`src/rtl/spi_master_fsm_param.sv`:
```
// -----------------------------------------------------------------------------
// spi_master_fsm_param
//   Parametrised SPI master sequencer. Runs a burst of (n_tx_end_i + 1) frames
//   of DATA_W bits, reading TX words from a word-addressed buffer and writing
//   each received word back at the same frame index. It supports all four
//   CPOL/CPHA modes, N_CS one-hot active-low chip selects, an SCLK divider of
//   CLK_DIV clk_i cycles per half-period, and an optional CS hold between frames.
//
// Optional feature macro: SPI_MASTER_FSM_LSB_FIRST_EN
//   When defined, the input lsb_first_i is added. It is latched at start, and
//   when it is 1 both TX and RX shift LSB first. When undefined, shifting is
//   always MSB first.
//
// Ports
//   clk_i, rst_i        clock, synchronous active-high reset
//   start_i             begin a burst (sampled in IDLE only)
//   n_tx_end_i          last frame index of the burst
//   cpol_i, cpha_i      SPI mode
//   cs_sel_i            slave index (values >= N_CS select nobody)
//   cs_hold_i           keep CS low between frames
//   all_0s_i, all_1s_i  send a constant instead of buffer data (all_0s wins)
//   tx_addr_o/tx_data_i combinational TX buffer read port
//   rx_addr_o/rx_data_o/rx_we_o  RX buffer write port (one-cycle strobe)
//   sclk_o, mosi_o, miso_i, cs_n_o  SPI pins
//   busy_o, done_o      burst in progress / one-cycle end-of-burst pulse
//   frame_cnt_o         frames completed in the current or last burst
//   dbg_state_o         current FSM state encoding (state_e)
//
// Handshake: start_i is a level sampled only while IDLE and busy_o is low. Any
// start_i seen during a burst has no effect. done_o pulses for exactly one
// cycle, and the next start_i can be taken in the cycle that follows it.
// -----------------------------------------------------------------------------
module spi_master_fsm_param #(
  parameter int DATA_W  = 8,
  parameter int CNT_W   = 10,
  parameter int N_CS    = 1,
  parameter int CLK_DIV = 2,
  localparam int CS_W   = (N_CS > 1) ? $clog2(N_CS) : 1
) (
  input  logic              clk_i,
  input  logic              rst_i,
  input  logic              start_i,
  input  logic [CNT_W-1:0]  n_tx_end_i,
  input  logic              cpol_i,
  input  logic              cpha_i,
  input  logic [CS_W-1:0]   cs_sel_i,
  input  logic              cs_hold_i,
  input  logic              all_0s_i,
  input  logic              all_1s_i,
`ifdef SPI_MASTER_FSM_LSB_FIRST_EN
  input  logic              lsb_first_i,
`endif
  output logic [CNT_W-1:0]  tx_addr_o,
  input  logic [DATA_W-1:0] tx_data_i,
  output logic [CNT_W-1:0]  rx_addr_o,
  output logic [DATA_W-1:0] rx_data_o,
  output logic              rx_we_o,
  output logic              sclk_o,
  output logic              mosi_o,
  input  logic              miso_i,
  output logic [N_CS-1:0]   cs_n_o,
  output logic              busy_o,
  output logic              done_o,
  output logic [CNT_W-1:0]  frame_cnt_o,
  output logic [2:0]        dbg_state_o
);

  localparam int DIV_W  = (CLK_DIV > 1) ? $clog2(CLK_DIV) : 1;
  localparam int EDGE_W = $clog2(2 * DATA_W) + 1;

  typedef enum logic [2:0] {
    ST_IDLE  = 3'd0,
    ST_LOAD  = 3'd1,
    ST_SHIFT = 3'd2,
    ST_STORE = 3'd3,
    ST_NEXT  = 3'd4,
    ST_DONE  = 3'd5
  } state_e;

  state_e              state_q;
  logic [CNT_W-1:0]    idx_q;        // frame index: drives both buffer addresses
  logic [CNT_W-1:0]    n_end_q;
  logic [CNT_W-1:0]    frame_cnt_q;
  logic                cpha_q;
  logic [CS_W-1:0]     cs_sel_q;
  logic                cs_hold_q;
  logic                all_0s_q;
  logic                all_1s_q;
  logic [DIV_W-1:0]    div_q;
  logic [EDGE_W-1:0]   edge_q;       // SCLK edges already issued in this frame
  logic [DATA_W-1:0]   tx_sr_q;
  logic [DATA_W-1:0]   rx_sr_q;
  logic [DATA_W-1:0]   rx_data_q;
  logic                rx_we_q;
  logic                sclk_q;
  logic                mosi_q;
  logic [N_CS-1:0]     cs_n_q;
  logic                busy_q;
  logic                done_q;
  logic                lsb_first;

`ifdef SPI_MASTER_FSM_LSB_FIRST_EN
  logic                lsb_q;
  assign lsb_first = lsb_q;
`else
  assign lsb_first = 1'b0;
`endif

  // One-hot active-low decode. An out-of-range index selects no slave.
  function automatic logic [N_CS-1:0] cs_decode(input logic [CS_W-1:0] sel);
    logic [N_CS-1:0] v;
    v = '1;
    for (int i = 0; i < N_CS; i++) begin
      if (sel == CS_W'(i)) v[i] = 1'b0;
    end
    return v;
  endfunction

  logic [DATA_W-1:0] load_word_d;
  logic [DATA_W-1:0] load_shift_d;
  logic              load_top_d;
  logic [DATA_W-1:0] tx_shift_d;
  logic              tx_top_d;
  logic [DATA_W-1:0] rx_shift_d;
  logic              div_wrap_d;
  logic              last_edge_d;
  logic              sample_edge_d;

  always_comb begin
    load_word_d = tx_data_i;
    if (all_0s_q)      load_word_d = '0;
    else if (all_1s_q) load_word_d = '1;

    load_top_d   = lsb_first ? load_word_d[0] : load_word_d[DATA_W-1];
    load_shift_d = lsb_first ? {1'b0, load_word_d[DATA_W-1:1]}
                             : {load_word_d[DATA_W-2:0], 1'b0};
    tx_top_d     = lsb_first ? tx_sr_q[0] : tx_sr_q[DATA_W-1];
    tx_shift_d   = lsb_first ? {1'b0, tx_sr_q[DATA_W-1:1]}
                             : {tx_sr_q[DATA_W-2:0], 1'b0};
    rx_shift_d   = lsb_first ? {miso_i, rx_sr_q[DATA_W-1:1]}
                             : {rx_sr_q[DATA_W-2:0], miso_i};

    div_wrap_d    = (div_q == DIV_W'(CLK_DIV - 1));
    last_edge_d   = (edge_q == EDGE_W'(2 * DATA_W - 1));
    // The edge about to be issued is leading when an even number of edges has
    // already gone out. CPHA=0 samples on leading edges and CPHA=1 on trailing.
    sample_edge_d = (~edge_q[0]) ^ cpha_q;
  end

  always_ff @(posedge clk_i) begin
    if (rst_i) begin
      state_q     <= ST_IDLE;
      idx_q       <= '0;
      n_end_q     <= '0;
      frame_cnt_q <= '0;
      cpha_q      <= 1'b0;
      cs_sel_q    <= '0;
      cs_hold_q   <= 1'b0;
      all_0s_q    <= 1'b0;
      all_1s_q    <= 1'b0;
      div_q       <= '0;
      edge_q      <= '0;
      tx_sr_q     <= '0;
      rx_sr_q     <= '0;
      rx_data_q   <= '0;
      rx_we_q     <= 1'b0;
      sclk_q      <= 1'b0;
      mosi_q      <= 1'b0;
      cs_n_q      <= '1;
      busy_q      <= 1'b0;
      done_q      <= 1'b0;
`ifdef SPI_MASTER_FSM_LSB_FIRST_EN
      lsb_q       <= 1'b0;
`endif
    end else begin
      rx_we_q <= 1'b0;
      done_q  <= 1'b0;
      case (state_q)
        ST_IDLE: begin
          // sclk_q follows CPOL while idle. At start it therefore already holds
          // the latched idle level, and the SHIFT toggles begin from it.
          sclk_q <= cpol_i;
          cs_n_q <= '1;
          if (start_i) begin
            state_q     <= ST_LOAD;
            busy_q      <= 1'b1;
            idx_q       <= '0;
            frame_cnt_q <= '0;
            n_end_q     <= n_tx_end_i;
            cpha_q      <= cpha_i;
            cs_sel_q    <= cs_sel_i;
            cs_hold_q   <= cs_hold_i;
            all_0s_q    <= all_0s_i;
            all_1s_q    <= all_1s_i;
            cs_n_q      <= cs_decode(cs_sel_i);
`ifdef SPI_MASTER_FSM_LSB_FIRST_EN
            lsb_q       <= lsb_first_i;
`endif
          end
        end

        ST_LOAD: begin
          div_q   <= '0;
          edge_q  <= '0;
          rx_sr_q <= '0;
          if (cpha_q) begin
            tx_sr_q <= load_word_d;      // first bit goes out on the leading edge
          end else begin
            tx_sr_q <= load_shift_d;     // first bit is presented on SHIFT entry
            mosi_q  <= load_top_d;
          end
          state_q <= ST_SHIFT;
        end

        ST_SHIFT: begin
          if (div_wrap_d) begin
            div_q  <= '0;
            sclk_q <= ~sclk_q;
            edge_q <= edge_q + 1'b1;
            if (sample_edge_d) begin
              rx_sr_q <= rx_shift_d;
            end else if (!last_edge_d) begin
              // For CPHA=0 the final trailing edge would move past the last bit,
              // so MOSI is held instead.
              mosi_q  <= tx_top_d;
              tx_sr_q <= tx_shift_d;
            end
            if (last_edge_d) begin
              state_q     <= ST_STORE;
              rx_we_q     <= 1'b1;
              rx_data_q   <= sample_edge_d ? rx_shift_d : rx_sr_q;
              frame_cnt_q <= frame_cnt_q + 1'b1;
            end
          end else begin
            div_q <= div_q + 1'b1;
          end
        end

        ST_STORE: begin
          if (idx_q == n_end_q) begin
            state_q <= ST_DONE;
            done_q  <= 1'b1;
            cs_n_q  <= '1;
          end else begin
            state_q <= ST_NEXT;
            if (!cs_hold_q) cs_n_q <= '1;
          end
        end

        ST_NEXT: begin
          idx_q   <= idx_q + 1'b1;
          cs_n_q  <= cs_decode(cs_sel_q);
          state_q <= ST_LOAD;
        end

        ST_DONE: begin
          busy_q  <= 1'b0;
          cs_n_q  <= '1;
          state_q <= ST_IDLE;
        end

        default: state_q <= ST_IDLE;
      endcase
    end
  end

  assign tx_addr_o   = idx_q;
  assign rx_addr_o   = idx_q;
  assign rx_data_o   = rx_data_q;
  assign rx_we_o     = rx_we_q;
  assign sclk_o      = sclk_q;
  assign mosi_o      = mosi_q;
  assign cs_n_o      = cs_n_q;
  assign busy_o      = busy_q;
  assign done_o      = done_q;
  assign frame_cnt_o = frame_cnt_q;
  assign dbg_state_o = state_q;

endmodule

```
`config.mk`:
```
export PLATFORM = sky130hd
export DESIGN_NAME = spi_master_fsm_param
export DESIGN_NICKNAME = d
export VERILOG_FILES = /design/src/rtl/spi_master_fsm_param.sv
export SDC_FILE = /design/constraint.sdc
export NUM_CORES = 1
export LEC_CHECK = 0
export BUFFER_PORTS_ARGS = -buffer_cell sky130_fd_sc_hd__buf_4
export CORE_MARGIN = 5
export CORE_UTILIZATION = 54
export DETAILED_ROUTE_END_ITERATION = 10
export PLACE_DENSITY = 0.91
export SLEW_MARGIN = 20
export SYNTH_ARGS = -nofsm -noshare
export SYNTH_HDL_FRONTEND = slang
export SYNTH_SLANG_ARGS = --single-unit
```
`constraint.sdc`:
```
create_clock -name clk_i -period 3 [get_ports clk_i]
set_input_delay 0.45 -clock clk_i [delete_from_list [all_inputs] [get_ports clk_i]]
set_output_delay 0.45 -clock clk_i [all_outputs]
set_load 0.005 [all_outputs]
```
==> results.md <==
* Largest family of logic cells by synthesized area: compound AO/OA/AOI/OAI gates
* Netlist cell types at 53
* PD cells at 530 mW/mm²
* Non-Filler Instances at around 560
* Critical path arrival at around 2600 ps
* Setup crit start kind: flip-flop
* Total Wirelength at about 8600 µm
* Syn_area_per_cell at around 8.2 µm²
* Synth-to-layout area growth at 19.5%
* Post-Synth Adder-Cell Area at 0.0142
* VDD IR max at between 400 and 500 µV
* Diode count at 0
* Min-Delay Path Class: input port to flip-flop
* Setup Total Neg Slack at 0 ps
* Mapped Nets at between 400 and 500
* ANT nets after route at 0
* Clock root buffer: clkbuf_8
* Drt via density at just under 6
* Critical path type: flip-flop to flip-flop
* Slew Limit Fails at 0
* Total iterations of the first detailed-routing run at 6
* Commonest non-fill, non-tap cell in the layout: buf_4
* Post-route DRC at 0
* WL/cell at 15.2 µm
* First-pass GRT wire length at ~14000 µm
* Post_cts resized at 0
* Post-Synth XOR/XNOR Area at 0.0447
* Largest net degree at the start of global routing at between 60 and 70
* Final hold violations at 0
* Clock transition at path regs at about 70 ps
* Req. time, crit path at 3260 ps
* Hold path startpoint: all_1s_i
* Share of cells above drive strength 1 at 0.204
* Vias in the first global route at roughly 3000
* Crit share post-route at 0.792
* CTS Buffer Depth at 2
* Crit path from: edge_q[0]$_SDFFE_PP0P_
* DP HPWL at around 6000 µm
* Total CTS buffers at 9
* YS warnings at 0
* Max_slew headroom at 0.398
* Via count at 3322
* Routability cong. at 0.846
* Die X at between 90 and 100 µm
* Setup Viol. Count Final at 0
* Final net count at roughly 510
* Die H at approximately 91 µm
* Placed instance count at between 500 and 600
* Sequential share of the synthesized area at 0.420
* Power Total at roughly 0.0022 W
* Synth Area in Compound Gates at 0.225
* Clock period minus worst slack at approximately 2400 ps
* DRT iter0 DRCs at around 390
* # IOs at 75
* Worst Skew at around 4.5 ps
* Post-Syn Instances at approximately 430
* Initial antenna violation count at 0
* Ys flop type: dfxtp_1
* Maximum clock frequency at between 400 and 500 MHz
* Synth Area in Simple Gates at 0.222
* # rows at 29
* EDFF count, synth at 0
* Leakage at 1.66 nW
* GRT overflow at 0
* Asr flop ratio synth at 0
* Most frequent cells in the layout: buf_4, dfxtp_1, nand2_1
* # port buffers at 74
* Cts hold-fix bufs at 0
* All-Layer GR Usage at 0.205
* CTS tree: done
* Setup crit end kind: flip-flop
* Max-cap violations at 0
* Worst-Margin Slew at around 900 ps
* Reg2reg start: edge_q[0]$_SDFFE_PP0P_
* Worst-path fanout max at 7
* Die area at just over 0.008 mm²
* Clk_lat worst skew at roughly 340 ps
* Num Clock Sinks at between 70 and 80
* Design area at 0.00421 mm²
* Synthesis-stage register bit count at between 70 and 80
* Mux contribution to synthesized area at 0.00923
* Setup Buffers After CTS at 0
* Initial Util at 0.555
* Core area at between 0.006 and 0.007 mm²
* Cell area after synthesis at about 0.0035 mm²
* RSZ-0062 raised after global routing: no
* Status: finished, final reports clean
* Placed Area at around 0.004 mm²
* H-tree depth at 3
-- flip-flops by register name, summed over array words and instances (netlist names), 3 cells and up --
| signal | count |
|---|---|
| rx_sr_q | 8 |
| tx_sr_q | 8 |
| dbg_state_o | 3 |
| n_end_q | 10 |
| edge_q | 5 |
| frame_cnt_o | 10 |
| rx_data_o | 8 |
| rx_addr_o | 10 |
-- cell type report --
| type | count | area (µm²) |
|---|---|---|
| Fill cell | 513 | 2140 |
| Multi-Input combinational cell | 309 | 1810 |
| Sequential cell | 74 | 1480 |
| Timing Repair Buffer | 79 | 593 |
| Clock buffer | 14 | 163 |
| Tap cell | 77 | 96.3 |
| Clock inverter | 2 | 35.0 |
| Inverter | 8 | 30.0 |
-- path summary, 6_finish.rpt --
kind         slack, ps                           to  cells past startpoint
min reg2reg        460       cs_hold_q$_SDFFE_PP0P_                      2
max                620  frame_cnt_o[9]$_SDFFE_PP0P_                      7
max reg2reg        620  frame_cnt_o[9]$_SDFFE_PP0P_                      7
min                360        all_1s_q$_SDFFE_PP0P_                      3
-- cell usage after synthesis (3+ instances only) --
library cell / number / area share
nand3_1: 7 / 0.0099
dfxtp_1: 74 / 0.42
nand2_1: 60 / 0.064
nand4_1: 5 / 0.0089
nor2_1: 44 / 0.047
and3_1: 3 / 0.0053
or3_1: 7 / 0.012
nor4_1: 4 / 0.0071
clkbuf_1: 18 / 0.019
o21ai_0: 12 / 0.017
buf_2: 4 / 0.0057
a22oi_1: 17 / 0.036
nor3b_1: 3 / 0.0064
nor2b_1: 9 / 0.016
a211o_1: 7 / 0.017
xor2_1: 11 / 0.027
a211oi_1: 10 / 0.021
a21oi_1: 45 / 0.064
nand2b_1: 4 / 0.0071
inv_1: 8 / 0.0085
nand3b_1: 4 / 0.0085
ha_1: 4 / 0.014
buf_4: 11 / 0.023
nor3_1: 6 / 0.0085
xnor2_1: 7 / 0.017
a311oi_1: 10 / 0.025
-- metrics by stage --
stage | worst slack (ps) | hold WS (ps) | utilization
6_report | 624 | 356 | 0.663
5_1_grt | 490 | 354 | 0.663
4_1_cts | 660 | 351 | 0.663
3_5_place_dp | 686 | 452 | 0.632
3_3_place_gp | 803 | 442 | 0.632
2_1_floorplan | 885 | 432 | -
-- where the power goes --
part	total, W	leakage [nW]	internal [W]	switching (W)
Sequential	0.00110	0.601	0.00103	0.0000665
Clock	0.000765	0.101	0.000430	0.000335
Combinational	0.000368	0.960	0.000157	0.000211
-- critical path: stages (launching register included) --
cell,delay (ps)
dfxtp_1,470
ha_1,210
and3_1,160
ha_1,210
nand3_1,110
a2111o_1,540
or4_1,430
a21oi_1,160
-- metal layers --
| layer | track usage | part of all wire |
|---|---|---|
| met4 | 0.0917 | 0.026 |
| met1 | 0.256 | 0.42 |
| met5 | 0 | 0 |
| met3 | 0.0392 | 0.061 |
| met2 | 0.341 | 0.49 |
-- cells by family after synthesis --
logic type / count (synthesis)
AND/OR/NAND/NOR: 164
AO/OA/AOI/OAI: 120
flip-flops: 74
buffers and inverters: 45
XOR/XNOR: 18
adder cells (fa/ha/maj): 4
multiplexers: 3
(Power assumes the default switching activity.)
